[config.mk]
export PLATFORM = sky130hd
export DESIGN_NAME = uart_rx
export DESIGN_NICKNAME = d
export VERILOG_FILES = /design/src/rtl/uart_pkg.sv /design/src/rtl/sync_2ff.sv /design/src/rtl/uart_rx.sv
export SDC_FILE = /design/constraint.sdc
export NUM_CORES = 1
export LEC_CHECK = 0
export CORE_UTILIZATION = 35
export DETAILED_ROUTE_END_ITERATION = 12
export GPL_ROUTABILITY_DRIVEN = 0
export MAX_ROUTING_LAYER = met4
export PLACE_DENSITY_LB_ADDON = 0.08
export SYNTH_ARGS = -nofsm -noshare
export SYNTH_HDL_FRONTEND = slang
export SYNTH_SLANG_ARGS = --single-unit
[constraint.sdc]
create_clock -name clk -period 1.98 [get_ports clk]
set_clock_uncertainty 0.1 [all_clocks]
set_input_delay 0.297 -clock clk [delete_from_list [all_inputs] [get_ports clk]]
set_output_delay 0.297 -clock clk [all_outputs]
set_load 0.03 [all_outputs]
[src/rtl/uart_pkg.sv]
// Shared UART definitions: FSM state encoding and default frame constants,
// common to the receiver and the future transmitter.
package uart_pkg;

    // Default number of data bits per frame.
    localparam int UART_DATA_BITS  = 8;

    // Default oversample ticks per bit period (must be even and >= 4).
    localparam int UART_OVERSAMPLE = 16;

    // Serial line level while no frame is in progress.
    localparam logic UART_IDLE_LEVEL = 1'b1;

    // Frame-level FSM states.
    typedef enum logic [1:0] {
        IDLE  = 2'd0,
        START = 2'd1,
        DATA  = 2'd2,
        STOP  = 2'd3
    } uart_state_e;

endpackage : uart_pkg

[src/rtl/sync_2ff.sv]
// Two-flop synchronizer for a single asynchronous bit, with a
// configurable value loaded on reset.
module sync_2ff #(
    parameter logic RESET_VAL = 1'b1
) (
    input  logic clk,
    input  logic rst_n,
    input  logic i_d,
    output logic o_q
);

    logic r_meta;
    logic r_sync;

    // Two-stage capture of the asynchronous input.
    always_ff @(posedge clk or negedge rst_n) begin
        if (!rst_n) begin
            r_meta <= RESET_VAL;
            r_sync <= RESET_VAL;
        end else begin
            r_meta <= i_d;
            r_sync <= r_meta;
        end
    end

    assign o_q = r_sync;

endmodule : sync_2ff

[src/rtl/uart_rx.sv]
// UART receiver: oversampled start/data/stop framing driven by an
// external tick strobe. Emits a one-clk rx_valid or frame_err pulse
// per completed frame and keeps the last word on rx_data.
module uart_rx
    import uart_pkg::*;
#(
    parameter int DATA_BITS  = UART_DATA_BITS,
    parameter int OVERSAMPLE = UART_OVERSAMPLE
) (
    input  logic                 clk,
    input  logic                 rst_n,
    input  logic                 tick,
    input  logic                 rx,
    output logic [DATA_BITS-1:0] rx_data,
    output logic                 rx_valid,
    output logic                 frame_err,
    output logic                 busy
);

    localparam int TW = $clog2(OVERSAMPLE);
    localparam int BW = (DATA_BITS > 1) ? $clog2(DATA_BITS) : 1;

    // Tick count at the middle of the start bit, and at one full bit period.
    localparam logic [TW-1:0] T_HALF = TW'(OVERSAMPLE / 2 - 1);
    localparam logic [TW-1:0] T_FULL = TW'(OVERSAMPLE - 1);
    localparam logic [BW-1:0] B_LAST = BW'(DATA_BITS - 1);

    logic                 w_rx_s;
    logic                 r_rx_prev;
    logic                 w_rx_prev_next;
    logic                 w_fall;

    uart_state_e          r_state;
    uart_state_e          w_state_next;
    logic [TW-1:0]        r_tcnt;
    logic [TW-1:0]        w_tcnt_next;
    logic [BW-1:0]        r_bidx;
    logic [BW-1:0]        w_bidx_next;
    logic [DATA_BITS-1:0] r_shift;
    logic [DATA_BITS-1:0] w_shift_next;

    logic [DATA_BITS-1:0] r_rx_data;
    logic                 r_rx_valid;
    logic                 r_frame_err;

    logic                 w_busy;
    logic                 w_stop_sample;

    sync_2ff #(
        .RESET_VAL (UART_IDLE_LEVEL)
    ) u_sync (
        .clk   (clk),
        .rst_n (rst_n),
        .i_d   (rx),
        .o_q   (w_rx_s)
    );

    // High-to-low transition of the synchronized line.
    assign w_fall = r_rx_prev & ~w_rx_s;

    // State register plus the frame datapath (tick counter, bit index, shifter, edge flop).
    always_ff @(posedge clk or negedge rst_n) begin
        if (!rst_n) begin
            r_state   <= IDLE;
            r_tcnt    <= '0;
            r_bidx    <= '0;
            r_shift   <= '0;
            r_rx_prev <= UART_IDLE_LEVEL;
        end else begin
            r_state   <= w_state_next;
            r_tcnt    <= w_tcnt_next;
            r_bidx    <= w_bidx_next;
            r_shift   <= w_shift_next;
            r_rx_prev <= w_rx_prev_next;
        end
    end

    // Next-state and datapath-next logic; everything except edge detection waits for tick.
    always_comb begin
        w_state_next = r_state;
        w_tcnt_next  = r_tcnt;
        w_bidx_next  = r_bidx;
        w_shift_next = r_shift;

        case (r_state)
            IDLE: begin
                if (w_fall) begin
                    w_state_next = START;
                    w_tcnt_next  = '0;
                end
            end
            START: begin
                if (tick) begin
                    if (r_tcnt == T_HALF) begin
                        w_tcnt_next = '0;
                        if (!w_rx_s) begin
                            w_state_next = DATA;
                            w_bidx_next  = '0;
                        end else begin
                            w_state_next = IDLE;
                        end
                    end else begin
                        w_tcnt_next = r_tcnt + 1'b1;
                    end
                end
            end
            DATA: begin
                if (tick) begin
                    if (r_tcnt == T_FULL) begin
                        w_tcnt_next  = '0;
                        w_shift_next = DATA_BITS'({w_rx_s, r_shift} >> 1);
                        if (r_bidx == B_LAST) begin
                            w_state_next = STOP;
                            w_bidx_next  = '0;
                        end else begin
                            w_bidx_next  = r_bidx + 1'b1;
                        end
                    end else begin
                        w_tcnt_next = r_tcnt + 1'b1;
                    end
                end
            end
            STOP: begin
                if (tick) begin
                    if (r_tcnt == T_FULL) begin
                        w_state_next = IDLE;
                        w_tcnt_next  = '0;
                    end else begin
                        w_tcnt_next = r_tcnt + 1'b1;
                    end
                end
            end
            default: begin
                w_state_next = IDLE;
                w_tcnt_next  = '0;
                w_bidx_next  = '0;
            end
        endcase

        // An edge seen on the very clk we fall back to IDLE is kept pending by
        // holding the edge flop high, so IDLE still sees it one clk later.
        // A line that was already low stays low in the flop: no retrigger.
        if ((r_state != IDLE) && (w_state_next == IDLE) && w_fall) begin
            w_rx_prev_next = 1'b1;
        end else begin
            w_rx_prev_next = w_rx_s;
        end
    end

    // Output decode from the current state.
    always_comb begin
        w_busy        = (r_state != IDLE);
        w_stop_sample = (r_state == STOP) && tick && (r_tcnt == T_FULL);
    end

    // Registered frame result: one-clk pulse and word capture at the stop sample.
    always_ff @(posedge clk or negedge rst_n) begin
        if (!rst_n) begin
            r_rx_data   <= '0;
            r_rx_valid  <= 1'b0;
            r_frame_err <= 1'b0;
        end else begin
            r_rx_valid  <= w_stop_sample & w_rx_s;
            r_frame_err <= w_stop_sample & ~w_rx_s;
            if (w_stop_sample) begin
                r_rx_data <= r_shift;
            end
        end
    end

    assign rx_data   = r_rx_data;
    assign rx_valid  = r_rx_valid;
    assign frame_err = r_frame_err;
    assign busy      = w_busy;

endmodule : uart_rx

==> results of run 1 <==
-- worst paths after layout --
path	from	end	cells past startpoint
worst max-delay path	r_state[1]	busy	3
worst min-delay path	u_sync.r_meta	u_sync.o_q	0
worst max register to register	r_tcnt[0]	r_shift[5]	5
worst min register to register	u_sync.r_meta	u_sync.o_q	0
max in group asynchronous	rst_n	u_sync.o_q	2
min in group asynchronous	rst_n	r_tcnt[0]	2
-- worst max-delay path: cells and delay by family (launching register included) --
| kind | cells | cell delay [ns] |
|---|---|---|
| flip-flops | 1 | 0.37 |
| AND/OR/NAND/NOR | 1 | 0.23 |
| buffers and inverters | 2 | 0.49 |
-- kinds of logic (layout without fill, tap and decap cells) --
logic type               count (synthesis)  after routing  synth area share [%]
AO/OA/AOI/OAI                           18             18                  9.14
XOR/XNOR                                 1              1                 0.673
adder cells (fa/ha/maj)                  3              3                  2.88
buffers and inverters                    8             30                  3.94
flip-flops                              30             30                  58.0
multiplexers                            16             16                  13.8
AND/OR/NAND/NOR                         25             25                  11.5
-- through the flow --
step | power [µW] | hold slack (ns) | util [%] | setup slack (ns) | instances
floorplan | 990 | -0.0986 | - | 0.397 | 101
global placement | 1050 | 0.248 | 43.4 | 0.130 | 161
detailed placement | 1060 | 0.249 | 43.4 | 0.0995 | 161
CTS | 1580 | 0.259 | 46.1 | 0.188 | 169
global route | 1670 | 0.260 | 46.1 | 0.0816 | 169
finish | 1550 | 0.256 | 46.1 | 0.212 | 169
-- cells in the final DEF, fill, tap and decap left out, types with 2 or more instances in the layout --
cell	instances
nor2_1	8
nand2_1	5
inv_1	4
o21ai_1	2
clkbuf_8	6
nor3b_1	2
o21ai_0	4
buf_4	4
dfrtp_1	27
ha_1	3
a22o_1	4
dfstp_2	3
a21oi_1	3
mux2_2	16
clkdlybuf4s50_1	13
-- sequential cells by signal, summed over array words and instances, names as in the netlist --
| name | count |
|---|---|
| r_shift | 8 |
| rx_data | 8 |
| r_tcnt | 4 |
| r_bidx | 3 |
| r_state | 2 |
| frame_err | 1 |
| r_rx_prev | 1 |
| rx_valid | 1 |
| u_sync.o_q | 1 |
| u_sync.r_meta | 1 |
-- cell type report --
type | instances | area (µm²) | area share [%]
Clock inverter | 2 | 12.5 | 0.789
Multi-Input combinational cell | 63 | 495 | 31.2
Clock buffer | 6 | 82.6 | 5.21
Timing Repair Buffer | 18 | 169 | 10.6
Inverter | 4 | 15.0 | 0.946
Tap cell | 46 | 57.6 | 3.63
Sequential cell | 30 | 754 | 47.6
-- metal layers --
| metal | part of all wire (%) | vias to the layer above | track usage, % |
|---|---|---|---|
| li1 | - | 400 | - |
| met1 | 50 | 391 | 18.7 |
| met2 | 46 | 15 | 18.1 |
| met3 | 3.3 | 4 | 5.66 |
| met4 | 1.4 | 0 | 7.85 |
| met5 | 0 | - | - |
-- power breakdown --
part	switching (µW)	internal [µW]	total (µW)
clock	231	279	509
combinational	172	133	305
sequential	60.0	675	735
-- repair_timing --
item,CTS,global route
setup buffers,0,0
gates resized for setup,1,0
endpoints found under the setup margin,1,0
==> impl_metrics.env, run 1 <==
export IMPL_status="completed"
export IMPL_crit_fanout=4
export IMPL_path_cells="nor2_1 -> inv_1 -> dlygate4sd2_1"
export IMPL_finalWirelength_um=2190
export IMPL_post_drt_wl_per_cell_um=12.9
export IMPL_synthFlopType="dfrtp_1"
export IMPL_synth_common_cells="27 x dfrtp_1, 16 x mux2_2, 8 x nor2_1"
export IMPL_clk_path_buf_depth=2
export IMPL_die_y_um=63.0
export IMPL_dr_pass1_iters=4
export IMPL_grt_pass1_wl_um=4040
export IMPL_core_area_mm2=0.00344
export IMPL_required_ns=1.58
export IMPL_place_area_mm2=0.00149
export IMPL_synth_area_leader_cell="dfrtp_1"
export IMPL_post_route_cell_area_mm2=0.00159
export IMPL_clock_sinks=30
export IMPL_synth_top_area_share_pct=51.9
export IMPL_ys_types=30
export IMPL_netlist_instances=101
export IMPL_ys_seq_area_share_pct=58.0
export IMPL_start_util_pct=37.8
export IMPL_die_x_um=63.0
export IMPL_cts_tree="built"
export IMPL_min_period_ns=1.77
export IMPL_hold_violations=0
export IMPL_p_per_area_mw_per_mm2=977
export IMPL_ys_async_sr_fraction_pct=100
export IMPL_fill_cells=332
export IMPL_clock_tree_root_cell="clkbuf_8"
export IMPL_drt_iter0_drc=33
export IMPL_diodes=0
export IMPL_io_pins=15
export IMPL_hold_buffers=0
export IMPL_dp_hpwl_um=1480
export IMPL_crit_type="register to output port"
export IMPL_p_leak_uw=0.000753
export IMPL_drv_slew=0
export IMPL_synth_nets=108
export IMPL_synthTopCellsByArea="dfrtp_1 52%, mux2_2 14%, dfstp_2 6.1%"
export IMPL_drive_gt1_share_pct=28.5
export IMPL_drc=0
export IMPL_area_delta_synth_final_pct=21.9
export IMPL_antenna_found_initial=0
export IMPL_cts_inserted_buffers=5
export IMPL_yosys_register_bits=30
export IMPL_grt_total_usage_pct=14.2
export IMPL_vias=810
export IMPL_first_global_vias=835
export IMPL_rows=21
export IMPL_finalSetupViolCount=0
export IMPL_synth_edf_count=0
export IMPL_clkTransAtPathRegs_ns=0.06
export IMPL_syn_area_mm2=0.00130
export IMPL_htree_levels=2
export IMPL_start_kind="register"
export IMPL_setup_worst_path_end_class="output port"
export IMPL_tns_ns=0
export IMPL_cp_data_arrival_time_ns=1.37
export IMPL_reg2reg_slack_ns=0.28
export IMPL_synth_area_per_cell_um2=12.9
export IMPL_clk_insertion_delay_late_ns=0.28
export IMPL_slowest_delay_ns=0.37
export IMPL_maxCapViolations=0
export IMPL_cp_slowest_cell="dfrtp_1"
export IMPL_hold_path_class="register to register"
export IMPL_worst_slew_pin_slew_ns=0.405
export IMPL_rsz0062_at_grt="no"
export IMPL_overflow=0
export IMPL_port_buffers=14
export IMPL_ir_worst_vdd_mv=0.399
export IMPL_fin_crit_sh_pct=89.3
export IMPL_dieArea_mm2=0.00397
export IMPL_yosysMostFrequentCell="dfrtp_1"
export IMPL_clock_fmax_mhz=566
export IMPL_grt_max_degree=31
export IMPL_drtAntennaViolNets=0
export IMPL_ys_warn_count=0
export IMPL_via_per_inst=4.79
export IMPL_final_nets=129
export IMPL_slew_headroom_pct=72.9
No activity file was read; power rests on OpenSTA's default activity.
==> inputs of run 2 (changes only) <==
--- a/config.mk
+++ b/config.mk
@@ -5,6 +5,8 @@
 export SDC_FILE = /design/constraint.sdc
 export NUM_CORES = 1
 export LEC_CHECK = 0
+export CORE_ASPECT_RATIO = 0.75
+export CORE_MARGIN = 2
 export CORE_UTILIZATION = 35
 export DETAILED_ROUTE_END_ITERATION = 12
 export GPL_ROUTABILITY_DRIVEN = 0
==> impl_metrics.env, run 2 (same netlist as run 1, synthesis figures left out) <==
export IMPL_crit_fanout=11
export IMPL_tns_ns=0
export IMPL_core_area_mm2=0.00361
export IMPL_final_nets=130
export IMPL_final_common_cell="dfrtp_1"
export IMPL_area_delta_synth_final_pct=23.1
export IMPL_p_per_area_mw_per_mm2=972
export IMPL_maxCapViolations=0
export IMPL_post_drt_wl_per_cell_um=13.1
export IMPL_drv_slew=0
export IMPL_cts_tree="built"
export IMPL_status="completed"
export IMPL_cts_inserted_buffers=5
export IMPL_diodes=0
export IMPL_htree_levels=2
export IMPL_clock_tree_root_cell="clkbuf_8"
export IMPL_finalSetupViolCount=0
export IMPL_grt_max_degree=31
export IMPL_hold_path_class="register to register"
export IMPL_drt_iter0_drc=22
export IMPL_io_pins=15
export IMPL_final_cell_mix="27 x dfrtp_1, 16 x mux2_2, 13 x clkdlybuf4s50_1, 8 x nor2_1, 6 x clkbuf_8"
export IMPL_slew_headroom_pct=72.3
export IMPL_drtAntennaViolNets=0
export IMPL_via_per_inst=4.64
export IMPL_cp_data_arrival_time_ns=1.78
export IMPL_multi_input_area_um2=495
export IMPL_crit_type="register to register"
export IMPL_finalWirelength_um=2310
export IMPL_cp_slowest_cell="dfrtp_1"
export IMPL_overflow=0
export IMPL_start_util_pct=36.0
export IMPL_hold_violations=0
export IMPL_fill_cells=359
export IMPL_dp_hpwl_um=1560
export IMPL_path_cells="ha_1 -> nand4_1 -> nor2_1 -> buf_4 -> mux2_2"
export IMPL_cts_resized=0
export IMPL_instances_no_fill=176
export IMPL_place_inst=168
export IMPL_start_kind="register"
export IMPL_die_x_um=74.4
export IMPL_clkTransAtPathRegs_ns=0.06
export IMPL_antenna_found_initial=0
export IMPL_first_global_vias=831
export IMPL_holdWs_ns=0.260
export IMPL_min_period_ns=1.72
export IMPL_drive_gt1_share_pct=28.2
export IMPL_rows=19
export IMPL_rsz0062_at_grt="no"
export IMPL_drc=0
export IMPL_clock_sinks=30
export IMPL_worst_slew_pin_slew_ns=0.413
export IMPL_fin_crit_sh_pct=86.9
export IMPL_clk_path_buf_depth=2
export IMPL_ir_worst_vdd_mv=0.537
export IMPL_reg2reg_slack_ns=0.26
export IMPL_dr_pass1_iters=4
export IMPL_die_y_um=56.8
export IMPL_slowest_delay_ns=0.40
export IMPL_hold_buffers=0
export IMPL_setup_worst_path_end_class="register"
export IMPL_grt_pass1_wl_um=3970
export IMPL_p_total_uw=1560
export IMPL_post_cts_setup_buffers=0
export IMPL_grt_total_usage_pct=13.3
export IMPL_dieArea_mm2=0.00423
export IMPL_vias=816
export IMPL_required_ns=2.04
export IMPL_port_buffers=14
export IMPL_clock_fmax_mhz=581
export IMPL_layout_area_seq_um2=754
export IMPL_clk_insertion_delay_late_ns=0.28
export IMPL_p_leak_uw=0.000762
[run 2: cell types whose count changed in the layout (fill, tap and decap cells not counted)]
cell,change
buf_4,+1
clkbuf_1,+1
clkinvlp_4,-1
dlygate4sd2_1,-1
dlymetal6s2s_1,+1
[run 2: worst max-delay path: cells and delay by family, from the launching register on]
| kind | cells | cell delay, ns |
|---|---|---|
| AND/OR/NAND/NOR | 2 | 0.28 |
| flip-flops | 1 | 0.40 |
| multiplexers | 1 | 0.35 |
| buffers and inverters | 1 | 0.20 |
| adder cells (fa/ha/maj) | 1 | 0.28 |
[run 2: path summary, 6_finish.rpt]
path,from,endpoint,depth (start not counted)
min in group asynchronous,rst_n,r_state[0],2
max in group asynchronous,rst_n,u_sync.r_meta,2
hold reg to reg,u_sync.r_meta,u_sync.o_q,0
hold / removal,u_sync.r_meta,u_sync.o_q,0
setup reg to reg,r_tcnt[0],r_shift[1],5
setup / recovery,r_tcnt[0],r_shift[1],5
[run 2: power by group]
part           leakage (µW)  switching (µW)  total (µW)  internal (µW)
sequential         0.000397            64.6         740            675
clock             0.0000482             213         492            280
combinational      0.000317             181         325            144
[run 2: per-layer routing]
| metal | up-vias | wire (µm) | global-route usage, % |
|---|---|---|---|
| li1 | 399 | - | - |
| met1 | 405 | 1170 | 17.4 |
| met2 | 10 | 1030 | 17.8 |
| met3 | 2 | 89 | 6.46 |
| met4 | 0 | 17 | 4.59 |
| met5 | - | 0 | - |
[run 2: area by class of cell]
class | instances | share of cell area [%]
clock buffers | 7 | 5.39
clock inverters | 1 | 0.312
inverters | 4 | 0.937
multi-input cells | 63 | 30.9
flip-flops and latches | 30 | 47.1
well taps | 52 | 4.06
repair buffers | 19 | 11.2
[run 2: through the flow]
step / worst slack (ns) / area, µm² / util, %
floorplan: 0.397 / 1300 / -
global placement: 0.130 / 1510 / 41.7
detailed placement: 0.111 / 1510 / 41.7
CTS: 0.0931 / 1600 / 44.3
global route: 0.115 / 1600 / 44.3
finish: 0.259 / 1600 / 44.3
